==> src/rtl/gate_mux_exerciser.sv <==
// Self-test sequencer for the 5-switch gate-select/LED block: walks all 32 switch
// vectors, samples the synchronised LED after a settle interval and scores it.
module gate_mux_exerciser #(
    parameter int SETTLE_CYCLES = 4,
    parameter int ERR_W         = 6
) (
    input  logic             clk,
    input  logic             rst_n,
    input  logic             start,
    input  logic             led_in,
    output logic [4:0]       sw_out,
    output logic             busy,
    output logic             done,
    output logic             pass,
    output logic [ERR_W-1:0] err_count,
    output logic             first_fail_valid,
    output logic [4:0]       first_fail_vec
);

    localparam int SETTLE_W = $clog2(SETTLE_CYCLES + 1);

    typedef enum logic [1:0] {
        ST_IDLE  = 2'd0,
        ST_DRIVE = 2'd1,
        ST_CHECK = 2'd2,
        ST_DONE  = 2'd3
    } state_t;

    state_t             state_reg;
    state_t             state_next;
    logic [4:0]         vector_reg;
    logic [SETTLE_W-1:0] settle_reg;
    logic [4:0]         sw_out_reg;
    logic [ERR_W-1:0]   err_count_reg;
    logic [ERR_W-1:0]   err_count_next;
    logic               first_fail_valid_reg;
    logic [4:0]         first_fail_vec_reg;
    logic               led_meta_reg;
    logic               led_s_reg;

    logic [31:0]        expected_lut;
    logic               settle_last;
    logic               last_vector;
    logic               mismatch;

    // Gate function selected by sw[4:2] on inputs a=sw[0], b=sw[1].
    function automatic logic gate_model(input logic [4:0] vec);
        logic a;
        logic b;
        logic y;
        a = vec[0];
        b = vec[1];
        case (vec[4:2])
            3'd0:    y = ~(a & b);
            3'd1:    y = a & b;
            3'd2:    y = ~(a | b);
            3'd3:    y = a | b;
            3'd4:    y = a ^ b;
            3'd5:    y = ~(a ^ b);
            3'd6:    y = a;
            default: y = ~a;
        endcase
        return y;
    endfunction

    // Constant truth table over all 32 switch vectors.
    genvar gi;
    generate
        for (gi = 0; gi < 32; gi++) begin : g_lut
            assign expected_lut[gi] = gate_model(5'(gi));
        end
    endgenerate

    assign settle_last = (settle_reg == SETTLE_W'(SETTLE_CYCLES - 1));
    assign last_vector = (vector_reg == 5'd31);
    assign mismatch    = (led_s_reg != expected_lut[sw_out_reg]);

    always_comb begin
        err_count_next = err_count_reg;
        if (mismatch && (err_count_reg != {ERR_W{1'b1}})) begin
            err_count_next = err_count_reg + ERR_W'(1);
        end
    end

    // led_in is asynchronous to clk; only the second flop is ever observed.
    always_ff @(posedge clk or negedge rst_n) begin
        if (!rst_n) begin
            led_meta_reg <= 1'b0;
            led_s_reg    <= 1'b0;
        end else begin
            led_meta_reg <= led_in;
            led_s_reg    <= led_meta_reg;
        end
    end

    always_ff @(posedge clk or negedge rst_n) begin
        if (!rst_n) begin
            state_reg <= ST_IDLE;
        end else begin
            state_reg <= state_next;
        end
    end

    always_comb begin
        state_next = state_reg;
        case (state_reg)
            ST_IDLE:  if (start) state_next = ST_DRIVE;
            ST_DRIVE: if (settle_last) state_next = ST_CHECK;
            ST_CHECK: state_next = last_vector ? ST_DONE : ST_DRIVE;
            ST_DONE:  if (start) state_next = ST_DRIVE;
            default:  state_next = ST_IDLE;
        endcase
    end

    always_comb begin
        busy = (state_reg == ST_DRIVE) || (state_reg == ST_CHECK);
        done = (state_reg == ST_DONE);
        pass = (state_reg == ST_DONE) && (err_count_reg == '0);
    end

    // sw_out only changes on run start and on leaving CHECK, so it is stable
    // for the whole DRIVE+CHECK window of each vector.
    always_ff @(posedge clk or negedge rst_n) begin
        if (!rst_n) begin
            vector_reg           <= 5'd0;
            settle_reg           <= '0;
            sw_out_reg           <= 5'd0;
            err_count_reg        <= '0;
            first_fail_valid_reg <= 1'b0;
            first_fail_vec_reg   <= 5'd0;
        end else begin
            case (state_reg)
                ST_IDLE, ST_DONE: begin
                    if (start) begin
                        vector_reg           <= 5'd0;
                        settle_reg           <= '0;
                        sw_out_reg           <= 5'd0;
                        err_count_reg        <= '0;
                        first_fail_valid_reg <= 1'b0;
                        first_fail_vec_reg   <= 5'd0;
                    end
                end
                ST_DRIVE: begin
                    settle_reg <= settle_reg + SETTLE_W'(1);
                end
                ST_CHECK: begin
                    err_count_reg <= err_count_next;
                    if (mismatch && !first_fail_valid_reg) begin
                        first_fail_valid_reg <= 1'b1;
                        first_fail_vec_reg   <= sw_out_reg;
                    end
                    if (last_vector) begin
                        sw_out_reg <= 5'd0;
                    end else begin
                        vector_reg <= vector_reg + 5'd1;
                        sw_out_reg <= vector_reg + 5'd1;
                        settle_reg <= '0;
                    end
                end
                default: begin
                end
            endcase
        end
    end

    assign sw_out           = sw_out_reg;
    assign err_count        = err_count_reg;
    assign first_fail_valid = first_fail_valid_reg;
    assign first_fail_vec   = first_fail_vec_reg;

endmodule

==> config.mk <==
export PLATFORM = sky130hd
export DESIGN_NAME = gate_mux_exerciser
export DESIGN_NICKNAME = d
export VERILOG_FILES = /design/src/rtl/gate_mux_exerciser.sv
export SDC_FILE = /design/constraint.sdc
export NUM_CORES = 1
export LEC_CHECK = 0
export ABC_AREA = 1
export CAP_MARGIN = 15
export CORE_UTILIZATION = 53
export CTS_CLUSTER_SIZE = 12
export DETAILED_ROUTE_END_ITERATION = 10
export PLACE_DENSITY = 0.78
export SLEW_MARGIN = 10
export SYNTH_ARGS = -nofsm -noshare
export SYNTH_HDL_FRONTEND = slang
export SYNTH_SLANG_ARGS = --single-unit
==> constraint.sdc <==
create_clock -name clk -period 2 [get_ports clk]
set_input_delay 0.6 -clock clk [delete_from_list [all_inputs] [get_ports clk]]
set_output_delay 0.6 -clock clk [all_outputs]
set_load 0.005 [all_outputs]
* Word level (Yosys, flattened, before mapping)
Memories as Yosys holds them, arrays and structs flattened. Index checks and enable logic that the tools add are counted.
Storage, ports and cells: flip-flop bits (word level) 29, ROM bits 32, logic and storage cells 62, memories kept 1
Cells by class: $add $sub $neg 3, $lt $le $gt $ge 1, eq/ne operators 12, muxes and demuxes 21, reductions and logical operators 15
Memories:
- (name not given) | depth 32, bits a word 1, rd ports 1, clocked after memory_dff 0, wr ports 0, RTL line 76 | assign mismatch = (led_s_reg != expected_lut[sw_out_reg]);
Operator list (count):
- $pmux W5 S2 | 3
- $mux W5 | 4
- $mux W6 | 2
- $pmux W6 S2 | 1
- $pmux W3 S3 | 1
- $reduce_and A3 Y1 | 3
- $add A6 B1 Y6 const B | 1
- $logic_not A6 Y1 | 1
- $lt A5 B6 Y1 const B | 1
- $mux W2 | 3
- $mux W3 | 2
- $ne A2 B2 Y1 const B | 3
- $ne A6 B6 Y1 const B | 1
- $pmux W2 S3 | 1
- $reduce_and A2 Y1 | 3
- $add A5 B1 Y5 const B | 1
- $eq A5 B5 Y1 const B | 1
- $eq A2 B2 Y1 const B | 2
- $ne A2 B1 Y1 const B | 2
- $add A3 B1 Y3 const B | 1
- $eq A3 B2 Y1 const B | 1
- $logic_and A1 B1 Y1 | 3
- $mux W1 | 3
- $eq A2 B1 Y1 const B | 1
- 7 further kinds | 7

* Longest topological paths before layout
depth after elaboration 6, gate-level depth with buffers 14

* Worst setup path after synthesis
No wires, ideal clock.
kind register to register, start register state_reg[0], end register vector_reg[3], arrival time 1.530 ns, slack 0.388 ns, cell stages (with the launch flop) 10, buffers on the path 0, clock period less this slack 1.612 ns, cells stage by stage dfrtp_1 > inv_1 > ha_1 > inv_1 > nor2_1 > a21oi_4 > inv_2 > nor2_4 > o211ai_1 > o21ai_0
Between the ends: word-level cells in the longest chain between the ends 4, elaborated cells on any way between the ends 9, classes of those cells eq/ne (4); mux (1); reduce/logical (4)
RTL lines:
- start, declared | RTL line 29 | state_t state_reg;
- start signal, assigned | RTL line 100 | state_reg <= state_next;
- $eq A2 B2 Y1 or $logic_not A2 Y1 (tied branches) | RTL line 132 | case (state_reg)
- $reduce_or A2 Y1 (no line)
- $ne A2 B1 Y1 (no line) or $reduce_bool A2 Y1 (tied branches)
- $reduce_and A3 Y1 (no line)
- end signal, assigned | RTL line 155 | vector_reg <= vector_reg + 5'd1;
- end, declared | RTL line 31 | logic [4:0] vector_reg;
Several ways; a longest one is shown, not always the timed one. A chain may end at the register's enable or synchronous reset.

* Final worst setup path
start register err_count_reg[1] (netlist: err_count[1]), end output port pass
Between the ends: word-level cells in the longest chain between the ends 2
RTL lines:
- start, declared | RTL line 34 | logic [ERR_W-1:0] err_count_reg;
- start signal, assigned | RTL line 147 | err_count_reg <= err_count_next;
- $logic_not A6 Y1 | RTL line 118 | pass = (state_reg == ST_DONE) && (err_count_reg == '0);
- $logic_and A1 B1 Y1 | RTL line 118
- end, declared | RTL line 14 | output logic pass,
No other way between the ends.

==> qor.yml <==
floorplan.die.height_um: 57.0
synth_top_area_share: 0.453
clock_insertion_delay_at_the_later_pin_of_the_skew_report_ps: 320
clkTransAtPathRegs_ps: 90
synth_top_family_by_area: "simple AND/OR/NAND/NOR gates"
slew_headroom: 0.757
synthSimpleGateAreaFrac: 0.292
layout.area.seq_um2: 726
wl_um: 3220
fin_tns_setup_ps: 0
layout.cells.non_filler: 262
grt-ovfl-total: 0
flip_flop_count_of_the_largest_register_after_layout: 6
syn2layout_area_growth_pct: 24.0
violations_in_the_final_reports: "design-rule violations"
post_synth_mux_area_share: 0
finalWorstSetupSlack_ps: 39.8
core_area_mm2: 0.00281
fin_hold_ws_ps: 370
num_vias: 1388
hpwl_um: 2320
clock_tree.buffer_depth: 2
ys_seq_area_frac: 0.453
placementRows: 19
crit_cells: 5
drc_errors: 4
cts_tree: "done"
rsz0062_at_grt: "yes"
synth_top_cells_by_area: "sky130_fd_sc_hd__dfrtp_1 45%, sky130_fd_sc_hd__nand2_1 13%, sky130_fd_sc_hd__ha_1 10%"
timing.critical_path.to_type: "primary output"
worst-slew-pin-transition_ps: 364
start_util: 0.570
global_route.usage.total: 0.223
antenna_cells_inserted: 0
worst_case_vdd_ir_drop_uv: 765
setup_violations: 0
cts-htree-levels: 2
place.port_buffers: 23
critical_path_arrival_ps: 1360
dr.pass1.iters: 7
cts-buffers-inserted: 5
timing_hold_violations_final: 0
timing.critical_path.slowest_stage_cell: "sky130_fd_sc_hd__dfrtp_1"
power_density_mw_per_mm2: 1230
synth_edf_count: 0
yosys_most_used_dff: "sky130_fd_sc_hd__dfrtp_1"
synth-xor-area-share: 0
placed_cells_incl_taps: 253
p_leak_nw: 1.04
pre_cts_slack_ps: 86.4
timing.critical_path.max_delay_family: "flip-flops"
number_of_global_route_vias_before_repair: 1340
max_capacitance_violation_count: 0
async_reset_ff_frac: 1.00
multi_input_area_um2: 766
hold_wc_startpoint: "led_meta_reg"
worst_hold_path_type: "flop to flop"
antenna_found_initial: 0
worstHoldPathCells: 0
cts_root_buffer: "sky130_fd_sc_hd__clkbuf_4"
post_synth_fa_ha_maj_area_fraction: 0.102
maxClockFrequency_ghz: 0.510
route.detailed.wl_per_inst_um: 12.3
clock-sinks: 29
crit_required_ps: 1400
synth_fp_nets: 211
boundaryPins: 24
synth.distinct_cells: 24
post_drt_via_cell_ratio: 5.30
synth_cells: 194
final_nets: 248
synth_area_per_cell_um2: 8.25
worstSetupPathType: "flop to primary output"
cpPeakStageDelay_ps: 400
synth_most_common_cell: "sky130_fd_sc_hd__nand2_1"
worst_path_fanout_max: 2
crit-reg2reg-launch: "sw_out[0]"
run_status: "complete, but fails checks"
final.setup_skew_ps: 8.58
critPathLaunchType: "flop"
synth_top_area_cell: "sky130_fd_sc_hd__dfrtp_1"
fin_crit_ps: 1960
cp_cell_sequence: "inv_1, ha_1, nand4_1, nor3_1, buf_2"
cts_hold_buffers: 0
num-fill-cells: 224
drive_above_1_share: 0.139
maxSlewViolCount: 0
floorplan.die_area_mm2: 0.00324
yosys_warnings: 0
final.period_utilization: 0.980
finalWeightedCongestion: 0.859
final_core_util: 0.707
die_x_um: 57.0
cp.buffers_inverters: 2
yosys_register_bits: 29
syn-cell-area_mm2: 0.00160
first_iter_violations: 69
synth-compound-area-share: 0.0766
startpoint: "err_count[1]"
ant_nets: 0
largest_net_degree_at_the_start_of_global_routing: 30
synth_top_cells_by_count: "57 x sky130_fd_sc_hd__nand2_1, 29 x sky130_fd_sc_hd__dfrtp_1, 25 x sky130_fd_sc_hd__inv_1"
grt_first_pass_wirelength_um: 5460
worst-r2r-cell-count: 12
-- final timing paths --
kind | end | slack, ps
max in group asynchronous | settle_reg[0] | 1080
min | led_s_reg | 370
min in group asynchronous | err_count[3] | 650
max reg2reg | err_count[1] | 210
min reg2reg | led_s_reg | 370
max | pass | 40
-- per-stage QoR --
stage | total power [mW] | area (um2)
2_1_floorplan | 1.58 | 1600
3_3_place_gp | 2.04 | 1910
3_5_place_dp | 2.08 | 1910
4_1_cts | 2.44 | 1970
5_1_grt | 2.67 | 1980
6_report | 2.45 | 1980
-- cell type report --
cell class,instances,area share
inverters,29,0.0549
multi-input cells,134,0.386
flip-flops and latches,29,0.366
repair buffers,32,0.146
well taps,31,0.0195
clock buffers,7,0.0277
-- power breakdown --
| part | total [mW] | internal, mW | switching, mW |
|---|---|---|---|
| logic | 1.31 | 0.535 | 0.779 |
| clock network | 0.353 | 0.166 | 0.188 |
| registers | 0.782 | 0.697 | 0.0855 |
-- what timing repair did --
item | CTS | global route
resized for setup | 6 | 1
endpoints found under the setup margin | 3 | 1
pin swaps | 0 | 2
setup buffers | 2 | 0
hold endpoints to repair | 0 | 0
-- cell usage in the layout (no fill, tap or decap) --
cell / n
sky130_fd_sc_hd__inv_2: 4
sky130_fd_sc_hd__nand2_4: 2
sky130_fd_sc_hd__buf_4: 9
sky130_fd_sc_hd__inv_1: 25
sky130_fd_sc_hd__a21oi_4: 1
sky130_fd_sc_hd__nor4_1: 1
sky130_fd_sc_hd__nand2_1: 57
sky130_fd_sc_hd__nand4_1: 1
sky130_fd_sc_hd__nor3_1: 3
sky130_fd_sc_hd__clkbuf_1: 1
sky130_fd_sc_hd__nand2_2: 2
sky130_fd_sc_hd__nor2_2: 1
sky130_fd_sc_hd__o21ai_0: 15
sky130_fd_sc_hd__clkbuf_4: 5
sky130_fd_sc_hd__clkbuf_8: 1
sky130_fd_sc_hd__dlygate4sd2_1: 2
sky130_fd_sc_hd__nor3b_1: 2
sky130_fd_sc_hd__nand3_2: 4
sky130_fd_sc_hd__nor2_1: 9
sky130_fd_sc_hd__nor2_4: 1
sky130_fd_sc_hd__ha_4: 1
sky130_fd_sc_hd__nand3_1: 17
sky130_fd_sc_hd__a22oi_1: 1
sky130_fd_sc_hd__o22ai_1: 1
sky130_fd_sc_hd__ha_1: 12
sky130_fd_sc_hd__buf_2: 1
sky130_fd_sc_hd__a21oi_1: 2
sky130_fd_sc_hd__clkdlybuf4s50_1: 20
sky130_fd_sc_hd__dfrtp_1: 29
sky130_fd_sc_hd__o211ai_1: 1
-- layer usage --
| layer | part of all wire | GRT usage |
|---|---|---|
| met3 | 0.048 | 0.0748 |
| met1 | 0.44 | 0.272 |
| met5 | 0 | 0 |
| met2 | 0.50 | 0.358 |
| met4 | 0.013 | 0.105 |
-- cell families (layout without fill, tap and decap cells) --
logic type / count (synthesis) / after routing
adder cells (fa/ha/maj): 13 / 13
buffers and inverters: 31 / 68
flip-flops: 29 / 29
AND/OR/NAND/NOR: 100 / 100
AO/OA/AOI/OAI: 21 / 21
Note: power is estimated with default switching activity, not from simulation.
